## src/rtl/adder_tree_feeder_pkg.sv

```systemverilog
// adder_tree_feeder_pkg: shared lane constants and sample/group types for the adder tree feeder
package adder_tree_feeder_pkg;
  localparam int NUM_LANES = 8;
  localparam int IDX_W = 3;
  localparam int DEF_TREE_LAT = 3;
  localparam int DEF_WIDTH = 8;
  typedef logic signed [DEF_WIDTH-1:0] sample_t;
  typedef sample_t group_t [NUM_LANES];
endpackage

```

## src/rtl/adder_tree_feeder_if.sv

```systemverilog
// adder_tree_feeder_if: serial sample stream into the feeder
interface adder_tree_feeder_if #(parameter int WIDTH = 8);
  logic s_valid;
  logic s_ready;
  logic s_last;
  logic signed [WIDTH-1:0] s_data;
  modport master (output s_valid, s_data, s_last, input s_ready);
  modport slave (input s_valid, s_data, s_last, output s_ready);
endinterface

```

## src/rtl/tag_delay_line.sv

```systemverilog
// tag_delay_line: DEPTH-stage shift register of N-bit tags with sync reset
module tag_delay_line #(
  parameter int DEPTH = 3,
  parameter int N = 2
) (
  input  logic         clk,
  input  logic         rst,
  input  logic [N-1:0] d_i,
  output logic [N-1:0] q_o
);
  logic [N-1:0] sr_q [DEPTH];
  always_ff @(posedge clk) begin
    if (rst) begin
      sr_q <= '{default: '0};
    end else begin
      sr_q[0] <= d_i;
      for (int i = 1; i < DEPTH; i++) sr_q[i] <= sr_q[i-1];
    end
  end
  assign q_o = sr_q[DEPTH-1];
endmodule

```

## src/rtl/adder_tree_feeder.sv

```systemverilog
// adder_tree_feeder: gathers serial samples into 8-lane groups for the adder tree and tags its results
module adder_tree_feeder
  import adder_tree_feeder_pkg::*;
#(
  parameter int WIDTH = DEF_WIDTH,
  parameter int TREE_LAT = DEF_TREE_LAT
) (
  input  logic                    clk,
  input  logic                    rst,
  adder_tree_feeder_if.slave      s,
  output logic signed [WIDTH-1:0] out0,
  output logic signed [WIDTH-1:0] out1,
  output logic signed [WIDTH-1:0] out2,
  output logic signed [WIDTH-1:0] out3,
  output logic signed [WIDTH-1:0] out4,
  output logic signed [WIDTH-1:0] out5,
  output logic signed [WIDTH-1:0] out6,
  output logic signed [WIDTH-1:0] out7,
  output logic                    out_valid,
  output logic                    out_last,
  output logic                    res_valid,
  output logic                    res_last,
  output logic [15:0]             grp_cnt
);
  typedef logic signed [WIDTH-1:0] lane_t;
  lane_t g_q [NUM_LANES];
  lane_t g_d [NUM_LANES];
  lane_t out_q [NUM_LANES];
  lane_t out_d [NUM_LANES];
  logic [IDX_W-1:0] idx_q, idx_d;
  logic out_valid_q, out_last_q;
  logic [15:0] grp_cnt_q;
  logic accept, close;
  assign s.s_ready = !rst;
  assign accept = s.s_valid && s.s_ready;
  assign close = accept && (s.s_last || idx_q == IDX_W'(NUM_LANES-1));
  always_comb begin
    idx_d = close ? '0 : accept ? idx_q + IDX_W'(1) : idx_q;
    for (int k = 0; k < NUM_LANES; k++) begin
      g_d[k] = close ? '0 : (accept && idx_q == IDX_W'(k)) ? s.s_data : g_q[k];
      out_d[k] = !close ? out_q[k] : IDX_W'(k) < idx_q ? g_q[k] : IDX_W'(k) == idx_q ? s.s_data : '0;
    end
  end
  always_ff @(posedge clk) begin
    if (rst) begin
      g_q <= '{default: '0};
      out_q <= '{default: '0};
      idx_q <= '0;
      out_valid_q <= 1'b0;
      out_last_q <= 1'b0;
      grp_cnt_q <= '0;
    end else begin
      g_q <= g_d;
      out_q <= out_d;
      idx_q <= idx_d;
      out_valid_q <= close;
      out_last_q <= close && s.s_last;
      grp_cnt_q <= grp_cnt_q + 16'(close);
    end
  end
  // tags ride alongside the tree so res_* line up with the tree result
  tag_delay_line #(.DEPTH(TREE_LAT), .N(2)) u_dly (
    .clk (clk),
    .rst (rst),
    .d_i ({out_valid_q, out_last_q}),
    .q_o ({res_valid, res_last})
  );
  assign out0 = out_q[0];
  assign out1 = out_q[1];
  assign out2 = out_q[2];
  assign out3 = out_q[3];
  assign out4 = out_q[4];
  assign out5 = out_q[5];
  assign out6 = out_q[6];
  assign out7 = out_q[7];
  assign out_valid = out_valid_q;
  assign out_last = out_last_q;
  assign grp_cnt = grp_cnt_q;
endmodule

```

## src/flat_wrapper.sv

```systemverilog
// flat-port wrapper written by rule: the top's interface ports become plain ports
module adder_tree_feeder_flat import adder_tree_feeder_pkg::*;
#(
  parameter int WIDTH = DEF_WIDTH,
  parameter int TREE_LAT = DEF_TREE_LAT
)
  (clk, rst, out0, out1, out2, out3, out4, out5, out6, out7, out_valid, out_last, res_valid, res_last, grp_cnt, s_s_valid, s_s_data, s_s_last, s_s_ready);
  adder_tree_feeder_if #(.WIDTH(WIDTH)) s_i ();
  input  logic clk;
  input  logic rst;
  output logic signed [WIDTH-1:0] out0;
  output logic signed [WIDTH-1:0] out1;
  output logic signed [WIDTH-1:0] out2;
  output logic signed [WIDTH-1:0] out3;
  output logic signed [WIDTH-1:0] out4;
  output logic signed [WIDTH-1:0] out5;
  output logic signed [WIDTH-1:0] out6;
  output logic signed [WIDTH-1:0] out7;
  output logic out_valid;
  output logic out_last;
  output logic res_valid;
  output logic res_last;
  output logic [15:0] grp_cnt;
  input wire logic [$bits(s_i.s_valid)-1:0] s_s_valid;
  input wire logic [$bits(s_i.s_data)-1:0] s_s_data;
  input wire logic [$bits(s_i.s_last)-1:0] s_s_last;
  output wire logic [$bits(s_i.s_ready)-1:0] s_s_ready;
  assign s_i.s_valid = s_s_valid;
  assign s_i.s_data = s_s_data;
  assign s_i.s_last = s_s_last;
  assign s_s_ready = s_i.s_ready;
  adder_tree_feeder #(.WIDTH(WIDTH), .TREE_LAT(TREE_LAT)) u_core (.clk(clk), .rst(rst), .s(s_i), .out0(out0), .out1(out1), .out2(out2), .out3(out3), .out4(out4), .out5(out5), .out6(out6), .out7(out7), .out_valid(out_valid), .out_last(out_last), .res_valid(res_valid), .res_last(res_last), .grp_cnt(grp_cnt));
endmodule
```

## config.mk

```make
export PLATFORM = sky130hd
export DESIGN_NAME = adder_tree_feeder_flat
export DESIGN_NICKNAME = d
export VERILOG_FILES = /design/src/rtl/adder_tree_feeder_pkg.sv /design/src/rtl/adder_tree_feeder_if.sv /design/src/rtl/tag_delay_line.sv /design/src/rtl/adder_tree_feeder.sv /design/src/flat_wrapper.sv
export SDC_FILE = /design/constraint.sdc
export NUM_CORES = 1
export LEC_CHECK = 0
export BUFFER_PORTS_ARGS = -buffer_cell sky130_fd_sc_hd__buf_4
export CAP_MARGIN = 0
export CORE_MARGIN = 10
export CORE_UTILIZATION = 40
export DETAILED_ROUTE_END_ITERATION = 7
export SLEW_MARGIN = 20
export SYNTH_ARGS = -nofsm -noshare
export SYNTH_HDL_FRONTEND = slang
export SYNTH_SLANG_ARGS = --single-unit
```

## constraint.sdc

```tcl
create_clock -name clk -period 2.6 [get_ports clk]
set_clock_uncertainty 0.1 [all_clocks]
set_input_delay 0.52 -clock clk [delete_from_list [all_inputs] [get_ports clk]]
set_output_delay 0.52 -clock clk [all_outputs]
set_load 0.005 [all_outputs]
```

==> insert_results.sql, run 1 <==
INSERT INTO impl_metrics (metric_group, metric, value, unit) VALUES
('yosys', 'synth_cell_type_count', '58', ''),
('die', 'start_util', '40.89', '%'),
('worst_setup_path', 'worstSetupStartpointType', 'register', ''),
('worst_setup_path', 'crit_path_max_fanout', '8', ''),
('place', 'hpwl', '11460', 'um'),
('timing', 'timing.fmax', '0.4322', 'GHz'),
('die', 'number_of_top_level_design_ports', '97', ''),
('route', 'via_density_per_instance', '5.327', ''),
('timing', 'rsz0062_at_grt', 'false', ''),
('worst_setup_path', 'criticalPathCategory', 'reg2reg', ''),
('worst_setup_path', 'crit_path_top_delay_cell', 'sky130_fd_sc_hd__or4_1', ''),
('yosys', 'ys_seq_area_share', '47.16', '%'),
('yosys', 'mappedNetlistArea', '6240', 'um2'),
('worst_setup_path', 'reg2reg_to', 'u_core.grp_cnt[12]$_SDFF_PP0_', ''),
('finish', 'layout.cells.most_common', 'sky130_fd_sc_hd__dfxtp_1', ''),
('worst_setup_path', 'worst_path_largest_cell_delay', '470', 'ps'),
('clocking', 'post-cts-setup-buffers', '0', ''),
('route', 'total_vias_in_the_final_route', '5130', ''),
('worst_setup_path', 'timing.critical_path.to', 'u_core.grp_cnt[12]$_SDFF_PP0_', ''),
('clocking', 'clock_tree_from_tritoncts', 'built', ''),
('global_route', 'overflow', '0', ''),
('clocking', 'clock_tree.buffer_depth', '2', ''),
('worst_setup_path', 'required', '2860', 'ps'),
('finish', 'final_layout_size_suffix_gt1_share', '22.21', '%'),
('pwr', 'pd_cells', '712.7', 'nW/um2'),
('die', 'die_span_in_x', '144.9', 'um'),
('worst_hold_path', 'hold_class', 'in2reg', ''),
('clocking', 'clk_pin_slew_worst_paths', '60', 'ps'),
('worst_setup_path', 'crit_top_cell', 'sky130_fd_sc_hd__ha_1', ''),
('clocking', 'ctsResizeCount', '0', ''),
('die', 'core-area', '15260', 'um2'),
('timing', 'report.final.hold_viol_count', '0', ''),
('worst_setup_path', 'startpoint', 'u_core.idx_q[1]$_SDFFE_PP0P_', ''),
('finish', 'areaGrowthSynthToFinish', '24.92', '%'),
('die', 'fp.dieH', '144.9', 'um'),
('worst_setup_path', 'worst_r2r_path_depth', '10', ''),
('route', 'wirelength', '16890', 'um'),
('global_route', 'grt_pass1_wl', '26760', 'um'),
('global_route', 'track_usage', '16.32', '%'),
('route', 'detail_route.first_pass.iterations', '4', ''),
('pwr', 'power.ir.vdd_worst', '0.4799', 'mV'),
('worst_setup_path', 'crit_chain', 'ha_1, ha_1, nor2_1, nor2_4, ha_4, ha_2, nand4_1, buf_4, or4_1, a21oi_1', ''),
('finish', 'finish.net_count', '757', ''),
('yosys', 'ys_ff_latch', '147', ''),
('yosys', 'postSynthAreaPerCell', '9.341', 'um2'),
('finish', 'layout.cells.most_common_list', 'sky130_fd_sc_hd__dfxtp_1 (147), sky130_fd_sc_hd__buf_4 (114), sky130_fd_sc_hd__nand2_1 (72), sky130_fd_sc_hd__mux2i_1 (67), sky130_fd_sc_hd__a21oi_1 (60)', ''),
('worst_setup_path', 'cp_num_cells', '10', ''),
('yosys', 'synthesis.yosys.warnings', '0', ''),
('place', 'port-buffer-count', '96', ''),
('outcome', 'run_status', 'complete, no violations', ''),
('die', 'floorplan.rows', '45', ''),
('global_route', 'grt_pass1_vias', '5096', ''),
('timing', 'timing_worst_slew_pin_value', '679.4', 'ps'),
('worst_setup_path', 'cp_data_arrival_time', '2570', 'ps'),
('worst_setup_path', 'cp_num_buf_inv', '1', ''),
('global_route', 'maximum_number_of_pins_on_one_net_before_global_route_repair', '56', ''),
('route', 'drc_violations_left', '0', ''),
('global_route', 'antenna_violations_before_repair', '0', ''),
('worst_setup_path', 'setup.reg_to_reg.worst_slack', '290', 'ps'),
('place', 'detailed_place.area', '7097', 'um2'),
('yosys', 'syn-instance-count', '668', ''),
('die', 'dieArea', '20990', 'um2'),
('pwr', 'power.static_leakage', '3.027', 'nW'),
('timing', 'drv_slew', '0', ''),
('route', 'drtIter0Drc', '386', ''),
('finish', 'diodes', '0', ''),
('clocking', 'cts.htree.levels', '4', ''),
('clocking', 'clkLatencyLatePin', '420', 'ps'),
('yosys', 'ys.flop_type', 'sky130_fd_sc_hd__dfxtp_1', ''),
('timing', 'setup-violations-final', '0', ''),
('worst_setup_path', 'critPathTopFamily', 'simple AND/OR/NAND/NOR gates', '');
==> cells by family (layout without fill, tap and decap cells) <==
logic type      after synthesis  in the layout  synth area share [%]
fa+ha+maj                     6              6                 1.203
flops                       147            147                 47.16
compound gates              173            173                 17.77
simple gates                198            198                 16.50
mux                          71             71                 11.47
buf+inv                      69            153                 5.334
xor+xnor                      4              4                0.5616
==> how the worst min path moves through the flow <==
stage,slack [ps],from,depth (start not counted),endpoint
final,220,s_s_last,2,u_core.out_last$_SDFF_PP0_
after global placement,320,u_core.u_dly.sr_q[2]$_SDFF_PP0_,1,u_core.u_dly.q_o[0]$_SDFF_PP0_
after floorplan,310,u_core.u_dly.sr_q[2]$_SDFF_PP0_,1,u_core.u_dly.q_o[0]$_SDFF_PP0_
after detailed placement,330,u_core.u_dly.sr_q[2]$_SDFF_PP0_,1,u_core.u_dly.q_o[0]$_SDFF_PP0_
after CTS,210,s_s_last,2,u_core.out_last$_SDFF_PP0_
after global routing,220,s_s_last,2,u_core.out_last$_SDFF_PP0_
==> sequential cells by signal (all words and copies together) (netlist names) <==
signal	count
u_core.out0	8
u_core.g_q	56
u_core.u_dly.sr_q	4
u_core.out_last	1
u_core.u_dly.q_o	2
u_core.out6	8
u_core.out4	8
u_core.out_valid	1
u_core.out2	8
u_core.out7	8
u_core.grp_cnt	16
u_core.out5	8
u_core.out1	8
u_core.idx_q	3
u_core.out3	8
==> Yosys cell counts (2+ instances only) <==
cell type	instances	share of area, %
sky130_fd_sc_hd__nor2b_1	12	1.2
sky130_fd_sc_hd__nand2b_1	2	0.20
sky130_fd_sc_hd__o21a_1	2	0.24
sky130_fd_sc_hd__mux2i_1	67	11
sky130_fd_sc_hd__nand3_1	32	2.6
sky130_fd_sc_hd__and2_1	15	1.5
sky130_fd_sc_hd__xor2_1	2	0.28
sky130_fd_sc_hd__nand4b_1	2	0.28
sky130_fd_sc_hd__inv_1	6	0.36
sky130_fd_sc_hd__nand4_1	3	0.30
sky130_fd_sc_hd__nor4_1	4	0.40
sky130_fd_sc_hd__nor2_1	29	1.7
sky130_fd_sc_hd__dfxtp_1	147	47
sky130_fd_sc_hd__o21ai_0	44	3.5
sky130_fd_sc_hd__a211oi_1	2	0.24
sky130_fd_sc_hd__a32oi_1	8	1.1
sky130_fd_sc_hd__buf_4	5	0.60
sky130_fd_sc_hd__mux2_2	4	0.72
sky130_fd_sc_hd__nor2_2	2	0.20
sky130_fd_sc_hd__a21oi_1	61	4.9
sky130_fd_sc_hd__clkbuf_1	27	1.6
sky130_fd_sc_hd__and4b_1	2	0.32
sky130_fd_sc_hd__or4_1	4	0.48
sky130_fd_sc_hd__buf_6	4	0.72
sky130_fd_sc_hd__or3_2	2	0.24
sky130_fd_sc_hd__a22o_1	15	2.1
sky130_fd_sc_hd__nor4bb_1	3	0.48
sky130_fd_sc_hd__nand2_1	72	4.3
sky130_fd_sc_hd__a311oi_1	2	0.28
sky130_fd_sc_hd__a22oi_1	7	0.84
sky130_fd_sc_hd__and2_0	2	0.20
sky130_fd_sc_hd__xnor2_1	2	0.28
sky130_fd_sc_hd__o31a_1	7	0.98
sky130_fd_sc_hd__buf_1	6	0.36
sky130_fd_sc_hd__buf_2	19	1.5
sky130_fd_sc_hd__ha_1	6	1.2
sky130_fd_sc_hd__o31ai_1	4	0.48
sky130_fd_sc_hd__o2bb2ai_1	15	2.1
==> routing by layer <==
metal | up-vias | wire length [um] | GRT usage, %
met1 | 2439 | 7167 | 19.31
li1 | 2532 | - | -
met3 | 27 | 1134 | 5.117
met4 | 0 | 303 | 6.436
met2 | 132 | 8288 | 26.96
met5 | - | 0 | 0
==> worst register-to-register path: cells and delay by family (launching register included) <==
family                     cells  cell delay (ps)
adders and majority gates      4              690
AOI/OAI and AO/OA              1              140
buffers and inverters          1              180
DFF                            1              330
and+or+nand+nor                4              790
==> power breakdown <==
group | leakage [nW] | switching [mW] | internal (mW)
sequential | 1.19 | 0.0188 | 2.29
combinational | 1.51 | 0.233 | 0.144
clock | 0.329 | 0.951 | 1.92
==> cell type report <==
cell class	instances	area [um2]
fill	1403	7463
inverter	7	26.28
multi-input combinational	452	3008
tap	211	264.0
sequential	147	2943
clock inverter	13	255.2
timing repair buffer	114	855.8
clock buffer	19	442.9
==> metrics by stage <==
stage | std cells | hold slack [ps] | worst slack [ps] | power [mW]
final | 963 | 220.4 | 286.5 | 5.556
after global routing | 963 | 224.4 | 88.51 | 5.755
after CTS | 963 | 205.4 | 235.3 | 5.606
after detailed placement | 931 | 327.3 | 233.7 | 2.735
after global placement | 931 | 320.2 | 247.1 | 2.728
after floorplan | 668 | 313.8 | 19.75 | 2.602
No activity file was read; power rests on OpenSTA's default activity.
==> inputs of run 2 (changes only) <==
--- a/config.mk
+++ b/config.mk
@@ -12,2 +12,3 @@
 export DETAILED_ROUTE_END_ITERATION = 7
+export SKIP_LAST_GASP = 1
 export SLEW_MARGIN = 20
==> constraint.sdc (replaced) <==
create_clock -name clk -period 2.6 [get_ports clk]
set_clock_uncertainty 0.1 [all_clocks]
set_input_delay 0.26 -clock clk [delete_from_list [all_inputs] [get_ports clk]]
set_output_delay 0.26 -clock clk [all_outputs]
set_load 0.005 [all_outputs]
==> insert_results.sql, run 2 (synthesis gave the netlist of run 1 again) <==
INSERT INTO impl_metrics (metric_group, metric, value, unit) VALUES
('outcome', 'run_status', 'complete, no violations', ''),
('route', 'final_antenna_net_count', '0', ''),
('clocking', 'clock_tree.buffer_depth', '2', ''),
('worst_setup_path', 'worstSetupStartpointType', 'register', ''),
('timing', 'setup-violations-final', '0', ''),
('pwr', 'total_power', '5.220', 'mW'),
('finish', 'layout.cells.most_common', 'sky130_fd_sc_hd__dfxtp_1', ''),
('worst_setup_path', 'worst_path_largest_cell_delay', '410', 'ps'),
('global_route', 'globalRouteMet3Util', '4.302', '%'),
('route', 'wirelength', '16860', 'um'),
('pwr', 'net-switching-power', '1.244', 'mW'),
('clocking', 'clkLatencyLatePin', '420', 'ps'),
('timing', 'slew_headroom', '54.82', '%'),
('finish', 'areaGrowthSynthToFinish', '23.60', '%'),
('route', 'detail_route.first_pass.iterations', '5', ''),
('clocking', 'clk_pin_slew_worst_paths', '60', 'ps'),
('place', 'detailed_place.area', '7067', 'um2'),
('pwr', 'clock_power_share', '48.6', '%'),
('worst_setup_path', 'crit_path_top_delay_cell', 'sky130_fd_sc_hd__or3_2', ''),
('pwr', 'pd_cells', '676.9', 'nW/um2'),
('die', 'start_util', '40.89', '%'),
('worst_setup_path', 'cp_data_arrival_time', '2670', 'ps'),
('global_route', 'grt_pass1_wl', '26940', 'um'),
('place', 'hpwl', '11420', 'um'),
('clocking', 'cts.root.buffer_cell', 'sky130_fd_sc_hd__clkbuf_16', ''),
('worst_setup_path', 'required', '2850', 'ps'),
('worst_hold_path', 'hold_class', 'in2reg', ''),
('worst_hold_path', 'holdCritStartpoint', 's_s_data[1]', ''),
('die', 'floorplan.rows', '45', ''),
('finish', 'final_layout_size_suffix_gt1_share', '22.34', '%'),
('finish', 'layout.cells.most_common_list', 'sky130_fd_sc_hd__dfxtp_1 (147), sky130_fd_sc_hd__buf_4 (113), sky130_fd_sc_hd__nand2_1 (72), sky130_fd_sc_hd__mux2i_1 (67), sky130_fd_sc_hd__a21oi_1 (60)', ''),
('die', 'fp.dieH', '144.9', 'um'),
('route', 'total_vias_in_the_final_route', '5150', ''),
('die', 'core-area', '15260', 'um2'),
('worst_setup_path', 'critical_path.endpoint_type', 'register', ''),
('finish', 'finish.net_count', '757', ''),
('worst_setup_path', 'cp_num_buf_inv', '1', ''),
('pwr', 'power.static_leakage', '2.982', 'nW'),
('worst_setup_path', 'criticalPathCategory', 'reg2reg', ''),
('global_route', 'grt_pass1_vias', '5176', ''),
('timing', 'report.final.hold_viol_count', '0', ''),
('timing', 'rsz0062_at_grt', 'false', ''),
('worst_setup_path', 'critPathTopFamily', 'simple AND/OR/NAND/NOR gates', ''),
('clocking', 'clock_tree_from_tritoncts', 'built', ''),
('worst_setup_path', 'crit_chain', 'ha_1, ha_1, nor2_2, nor2_4, ha_2, ha_2, nand4_1, buf_4, or3_2, a21oi_1', ''),
('clocking', 'cts_buffers', '17', ''),
('pwr', 'power.internal', '3.976', 'mW'),
('global_route', 'overflow', '0', ''),
('global_route', 'busiest_layer', 'met2', ''),
('run', 'maxCapViolCount', '0', ''),
('clocking', 'cts.sinks', '147', ''),
('finish', 'largest_reg_flops', '56', ''),
('timing', 'finalWorstPathRequiredPeriod', '2425', 'ps'),
('pwr', 'power.switching_fraction', '23.83', '%'),
('route', 'via_density_per_instance', '5.342', ''),
('route', 'drc_violations_left', '0', ''),
('pwr', 'power.sequential.fraction', '44.2', '%'),
('global_route', 'global_route.usage.met2', '27.73', '%'),
('pwr', 'power.ir.vdd_worst', '0.4122', 'mV'),
('worst_setup_path', 'worst_r2r_startpoint', 'u_core.idx_q[0]$_SDFFE_PP0P_', ''),
('pwr', 'combinationalPowerShare', '7.2', '%'),
('place', 'finalWeightedCongestion', '0.8059', ''),
('finish', 'largest_register', 'u_core.g_q', ''),
('die', 'dieArea', '20990', 'um2'),
('clocking', 'cts.htree.levels', '4', ''),
('timing', 'totalNegativeSetupSlack', '0', 'ps'),
('timing', 'drv_slew', '0', ''),
('route', 'drtIter0Drc', '260', ''),
('timing', 'timing.fmax', '0.4123', 'GHz'),
('global_route', 'antenna_violations_before_repair', '1', ''),
('global_route', 'maximum_number_of_pins_on_one_net_before_global_route_repair', '58', ''),
('finish', 'postLayoutCellArea', '7712', 'um2'),
('worst_setup_path', 'crit_path_max_fanout', '6', ''),
('place', 'port-buffer-count', '96', ''),
('timing', 'timing.final.crit_share', '93.27', '%'),
('global_route', 'track_usage', '16.30', '%'),
('worst_hold_path', 'whs_endpoint', 'u_core.g_q[9]$_SDFFE_PP0P_', ''),
('worst_setup_path', 'reg2reg_to', 'u_core.grp_cnt[6]$_SDFF_PP0_', ''),
('die', 'die_span_in_x', '144.9', 'um'),
('worst_hold_path', 'holdPathStages', '3', ''),
('timing', 'timing_worst_slew_pin_value', '676.1', 'ps'),
('route', 'wl_per_cell', '17.49', 'um'),
('die', 'number_of_top_level_design_ports', '97', ''),
('global_route', 'use_met1', '18.95', '%'),
('worst_setup_path', 'setup.reg_to_reg.worst_slack', '170', 'ps'),
('worst_setup_path', 'worst_r2r_path_depth', '10', '');
run 2: cell count changes in the layout (fill, tap and decap cells not counted), sizes merged:
cell / delta
diode: +1
clkbuf: -1
clkinvlp: +1
clkinv: +2
buf: -1
bufinv: -4
dlygate4sd3: +1
inv: +2
run 2: what timing repair did:
item                                    CTS  global route
resized for setup                         0             1
hold endpoints to repair                  1             0
endpoints found under the setup margin    0             1
hold buffers                              1             0
buffers inserted                          0             1
run 2: how the worst max path moves through the flow:
stage | slack [ps] | end | from | depth (start not counted)
floorplan | 10 | u_core.grp_cnt[14]$_SDFF_PP0_ | u_core.idx_q[1]$_SDFFE_PP0P_ | 10
global placement | 210 | u_core.grp_cnt[14]$_SDFF_PP0_ | u_core.idx_q[0]$_SDFFE_PP0P_ | 9
detailed placement | 120 | u_core.grp_cnt[14]$_SDFF_PP0_ | u_core.idx_q[0]$_SDFFE_PP0P_ | 9
CTS | 90 | u_core.grp_cnt[14]$_SDFF_PP0_ | u_core.idx_q[0]$_SDFFE_PP0P_ | 9
global route | 40 | u_core.grp_cnt[10]$_SDFF_PP0_ | u_core.idx_q[0]$_SDFFE_PP0P_ | 10
finish | 170 | u_core.grp_cnt[6]$_SDFF_PP0_ | u_core.idx_q[0]$_SDFFE_PP0P_ | 10
run 2: power by group through the flow:
| stage | clock network, mW | logic (mW) | registers [mW] |
|---|---|---|---|
| 6_report | 2.54 | 0.376 | 2.31 |
| 5_1_grt | 2.69 | 0.410 | 2.31 |
| 4_1_cts | 2.59 | 0.380 | 2.31 |
| 3_5_place_dp | 0 | 0.377 | 2.36 |
| 3_3_place_gp | 0 | 0.369 | 2.35 |
| 2_1_floorplan | 0 | 0.246 | 2.35 |
run 2: area by class of cell:
cell class,count,area [um2]
Fill cell,1428,7546
Clock inverter,14,180.2
Multi-Input combinational cell,452,2999
Timing Repair Buffer,114,858.3
Sequential cell,147,2943
Antenna cell,1,2.502
Clock buffer,18,439.2
Inverter,7,26.28
Tap cell,211,264.0
run 2: metal layers:
metal  part of all wire (%)  vias to the layer above
li1                       -                     2520
met1                     42                     2467
met2                     49                      137
met3                    6.1                       26
met4                    2.3                        0
met5                      0                        -
run 2: worst register-to-register path: stages, from the launching register on:
cell and delay [ps]:
sky130_fd_sc_hd__dfxtp_1 330, sky130_fd_sc_hd__ha_1 160, sky130_fd_sc_hd__ha_1 190, sky130_fd_sc_hd__nor2_2 70
sky130_fd_sc_hd__nor2_4 80, sky130_fd_sc_hd__ha_2 210, sky130_fd_sc_hd__ha_2 200, sky130_fd_sc_hd__nand4_1 210
sky130_fd_sc_hd__buf_4 240, sky130_fd_sc_hd__or3_2 410, sky130_fd_sc_hd__a21oi_1 160
run 2: metrics by stage:
stage | hold WS [ps] | worst slack, ps | utilization [%] | std cells
6_report | 88.21 | 174.9 | 50.55 | 964
4_1_cts | 68.43 | 92.12 | 50.44 | 962
3_3_place_gp | 321.2 | 213.2 | 46.31 | 929
5_1_grt | 82.71 | 44.32 | 50.53 | 963
2_1_floorplan | 281.7 | 13.28 | - | 668
3_5_place_dp | 329.0 | 121.0 | 46.31 | 929
